File: src/rtl/timer_pkg.sv
// timer_pkg: shared width, mode encoding and bus-slicing helper for multi_timeout
package timer_pkg;
  localparam int DEFAULT_WIDTH = 8;
  localparam logic MODE_ONESHOT = 1'b0;
  localparam logic MODE_PERIODIC = 1'b1;
  function automatic int slice_lo(input int ch, input int w);
    return ch * w;
  endfunction
endpackage

File: src/rtl/timeout_channel.sv
// timeout_channel: one down-counter with start-edge load, cancel, hold and optional auto-reload
module timeout_channel
  import timer_pkg::*;
#(
  parameter int W = DEFAULT_WIDTH
) (
  input  logic         clk_in,
  input  logic         reset_n,
  input  logic         start,
  input  logic         cancel,
  input  logic         hold,
  input  logic         periodic,
  input  logic [W-1:0] value,
  output logic [W-1:0] counter,
  output logic         expired
);
  logic         start_latch;
  logic         mode;
  logic [W-1:0] reload;
  always_ff @(posedge clk_in) begin
    if (!reset_n) begin
      counter     <= '0;
      reload      <= '0;
      mode        <= MODE_ONESHOT;
      start_latch <= 1'b0;
      expired     <= 1'b0;
    end else begin
      start_latch <= start;
      expired     <= 1'b0;
      if (cancel) counter <= '0;
      else if (start && !start_latch) begin
        counter <= value;
        reload  <= value;
        mode    <= periodic;
      end else if (!hold && counter == W'(1)) begin
        counter <= (mode == MODE_PERIODIC) ? reload : '0;
        expired <= 1'b1;
      end else if (!hold && counter != '0) counter <= counter - W'(1);
    end
  end
endmodule

File: src/rtl/multi_timeout.sv
// multi_timeout: CHANNELS independent timeout channels with packed value/counter buses
module multi_timeout
  import timer_pkg::*;
#(
  parameter int COUNTER_WIDTH = DEFAULT_WIDTH,
  parameter int CHANNELS = 4
) (
  input  logic                              clk_in,
  input  logic                              reset_n,
  input  logic [CHANNELS-1:0]               start,
  input  logic [CHANNELS-1:0]               cancel,
  input  logic [CHANNELS-1:0]               hold,
  input  logic [CHANNELS-1:0]               periodic,
  input  logic [CHANNELS*COUNTER_WIDTH-1:0] value,
  output logic [CHANNELS*COUNTER_WIDTH-1:0] counter,
  output logic [CHANNELS-1:0]               running,
  output logic [CHANNELS-1:0]               expired,
  output logic                              any_running
);
  for (genvar c = 0; c < CHANNELS; c++) begin : g_ch
    timeout_channel #(.W(COUNTER_WIDTH)) u_ch (
      .clk_in  (clk_in),
      .reset_n (reset_n),
      .start   (start[c]),
      .cancel  (cancel[c]),
      .hold    (hold[c]),
      .periodic(periodic[c]),
      .value   (value[slice_lo(c, COUNTER_WIDTH) +: COUNTER_WIDTH]),
      .counter (counter[slice_lo(c, COUNTER_WIDTH) +: COUNTER_WIDTH]),
      .expired (expired[c])
    );
    assign running[c] = |counter[slice_lo(c, COUNTER_WIDTH) +: COUNTER_WIDTH];
  end
  assign any_running = |running;
endmodule
File: config.mk
export PLATFORM = sky130hd
export DESIGN_NAME = multi_timeout
export DESIGN_NICKNAME = d
export VERILOG_FILES = /design/src/rtl/timer_pkg.sv /design/src/rtl/timeout_channel.sv /design/src/rtl/multi_timeout.sv
export SDC_FILE = /design/constraint.sdc
export NUM_CORES = 1
export LEC_CHECK = 0
export ABC_AREA = 1
export CORE_ASPECT_RATIO = 0.8
export CORE_MARGIN = 2
export CORE_UTILIZATION = 53
export DETAILED_ROUTE_END_ITERATION = 6
export GPL_TIMING_DRIVEN = 0
export PLACE_DENSITY = 0.81
export SLEW_MARGIN = 15
export SYNTH_ARGS = -nofsm -noshare
export SYNTH_HDL_FRONTEND = slang
export SYNTH_HIERARCHICAL = 1
export SYNTH_SLANG_ARGS = --single-unit
File: constraint.sdc
create_clock -name clk_in -period 2.2 [get_ports clk_in]
set_clock_uncertainty 0.15 [all_clocks]
set_input_delay 0.55 -clock clk_in [delete_from_list [all_inputs] [get_ports clk_in]]
set_output_delay 0.55 -clock clk_in [all_outputs]
set_load 0.1 [all_outputs]
==> impl_metrics.toml <==
[outcome]
status = "finished, final reports clean"

[sta]
fin_hold_ws_ns = 0.301
rsz0062_at_grt = "no"
fin_tns_setup_ns = 0
fin_crit_ns = 2.11
slew_violations = 0
hold_viol = 0
setup_violations = 0
max_freq_mhz = 473
fin_crit_sh_pct = 96.1
max-slew-margin-rel_pct = 61.1
worst_slew_pin_slew_ns = 0.582

[clock_tree]
clk_latency_ns = 0.35
numCtsBuffers = 9
cts_setup_buffers = 0
cts_tree = "built"
ctsHoldBuffers = 0
path_clk_slew_ns = 0.07
cts_max_path_buffers = 2
clock_sinks = 76
htreeDepth = 3
post_cts_resized = 135
root_buffer = "clkbuf_8"

[global_routing]
grt_max_degree = 13
grt_overflow_total = 0
grt_use_total_pct = 25.4
antenna_found_initial = 0
grt_first_pass_wirelength_mm = 19.9
grt_pass1_vias = 4539

[yosys]
synth-seq-area-share_pct = 32.0
syn_area_per_cell_um2 = 6.59
ys_ff_latch = 76
syn_inst = 721
syn_area_um2 = 4750
syn_nets = 783
yosys_warnings = 6
ys_types = 31

[routing]
vias_per_cell = 5.16
ant_nets = 0
drt-initial-drc-count = 305
drt-wirelength-per-cell_um = 12.6
firstDrtPassIters = 5
dr_total_vias = 4840
route.detailed.drc = 0
drt-total-wl_mm = 11.8

[floorplan]
core_area_um2 = 8600
num_io_pins = 91
die_y_um = 88.7
dieArea_um2 = 9740
row_count = 30
die_width_um = 110
start_util_pct = 55.3

[setup_path]
slowest_stage = "dfxtp_4"
critical-path-max-stage-delay_ns = 0.37
start_kind = "flip-flop"
crit_top_cell = "nand2_4"
rr_endpoint = "g_ch[3].u_ch/counter[1]"
crit_arrival_ns = 1.41
critPathCaptureType = "output port"
r2r_slack_ns = 0.28
crit_type = "reg -> out"
cp_cell_sequence = "inv_1 -> nand2_1 -> nor2_2 -> nand2_4 -> nor2_4 -> nand2_4 -> buf_6"
rr_worst_depth = 12
cp.required_ns = 1.50
critPathMaxFanout = 6
r2r_start = "g_ch[3].u_ch/counter[1]"
crit_end = "any_running"
critPathLaunch = "g_ch[0].u_ch/counter[4]"

[finish]
final_cell_mix = "nand2_1 (144), inv_1 (116), o21ai_0 (64), nand3_1 (64), nor2_1 (55)"
seq_area_um2 = 1640
instances_no_fill = 938
fillers = 717
final_nets = 883
multiInputGateArea_um2 = 2690
syn2layout_area_growth_pct = 29.2
drive_gt1_share_pct = 22.5
mostFrequentLayoutCell = "nand2_1"
insertedDiodeCount = 0

[hold_path]
hp-class = "reg -> reg"

[place]
io_buffer_count = 89
gp_congestion = 0.873
dpl.hpwl_mm = 9.29
placed_cells = 922

[power]
peakVddDrop_uv = 535
total_power_w = 0.00442
powerDensity_nw_per_um2 = 720
leakage_nw = 2.80

[flow_run]
max-cap-violations = 0
## how the worst min path moves through the flow
stage	startpoint	to	slack, ns	cells after the start
after CTS	g_ch[2].u_ch/reload[2]	g_ch[2].u_ch/reload[2]	0.30	2
after global routing	g_ch[3].u_ch/reload[3]	g_ch[3].u_ch/reload[3]	0.32	2
after detailed placement	g_ch[3].u_ch/reload[6]	g_ch[3].u_ch/reload[6]	0.29	2
final	g_ch[3].u_ch/reload[2]	g_ch[3].u_ch/reload[2]	0.30	2
after global placement	g_ch[3].u_ch/reload[7]	g_ch[3].u_ch/reload[7]	0.29	2
after floorplan	g_ch[0].u_ch/reload[2]	g_ch[0].u_ch/reload[2]	0.27	2
## cell families (layout without fill, tap and decap cells)
| group | Yosys count | after routing | synth area share [%] |
|---|---|---|---|
| and+or+nand+nor | 341 | 341 | 35.2 |
| buffers and inverters | 148 | 253 | 12.7 |
| AOI/OAI and AO/OA | 144 | 144 | 16.9 |
| DFF | 76 | 76 | 32.0 |
| adders and majority gates | 12 | 12 | 3.16 |
## critical path: cells and delay by family (launching register included)
kind                   cells  cell delay (ns)
AND/OR/NAND/NOR            5             0.45
flip-flops                 1             0.37
buffers and inverters      2             0.24
## per-stage QoR
step	utilization (%)	instance area [um^2]	setup slack [ns]
floorplan	-	4920	0.00758
global placement	69.2	5950	-0.423
detailed placement	69.2	5950	-0.440
CTS	71.5	6140	0.00337
global route	71.4	6140	0.000206
finish	71.4	6140	0.0865
## routing by layer
layer,global-route usage (%),routed length (um),up-vias
met1,32.3,5410,2204
li1,-,-,2490
met2,43.6,5620,133
met3,5.89,628,13
met4,6.67,128,0
met5,0,0,-
## flip-flops by register name, indices dropped and copies added, names as in the netlist
signal and flops:
g_ch.u_ch/counter 32, g_ch.u_ch/reload 32, g_ch.u_ch/expired 4, g_ch.u_ch/mode 4, g_ch.u_ch/start_latch 4
## Yosys cell counts (all sizes together)
master    n  share of area (%)
a211oi    4                1.1
a21oi    56                6.2
and2      2               0.26
buf       8                1.4
clkbuf   12                1.1
dfxtp    76                 32
ha       12                3.2
inv     128                 10
nand2   156                 13
nand3    72                9.1
nand3b    4               0.63
nand4     1               0.26
nor2     78                8.6
nor3      4               0.42
o211ai    4               0.63
o21ai    76                8.0
o21bai    4               0.95
or2      24                3.2
## report_power, final
part	internal, W	leakage, nW	switching [W]
clock network	0.000436	0.0872	0.000489
logic	0.000577	2.07	0.00132
registers	0.00148	0.647	0.000121
total	0.00249	2.80	0.00193
## area by class of cell
cell class / instances / share of cell area (%)
Inverter: 128 / 7.99
Multi-Input combinational cell: 497 / 43.8
Tap cell: 112 / 2.28
Clock buffer: 13 / 2.43
Buffer: 20 / 1.88
Sequential cell: 76 / 26.7
Timing Repair Buffer: 89 / 14.7
Clock inverter: 3 / 0.245
Power figures use the tool's default switching activity.
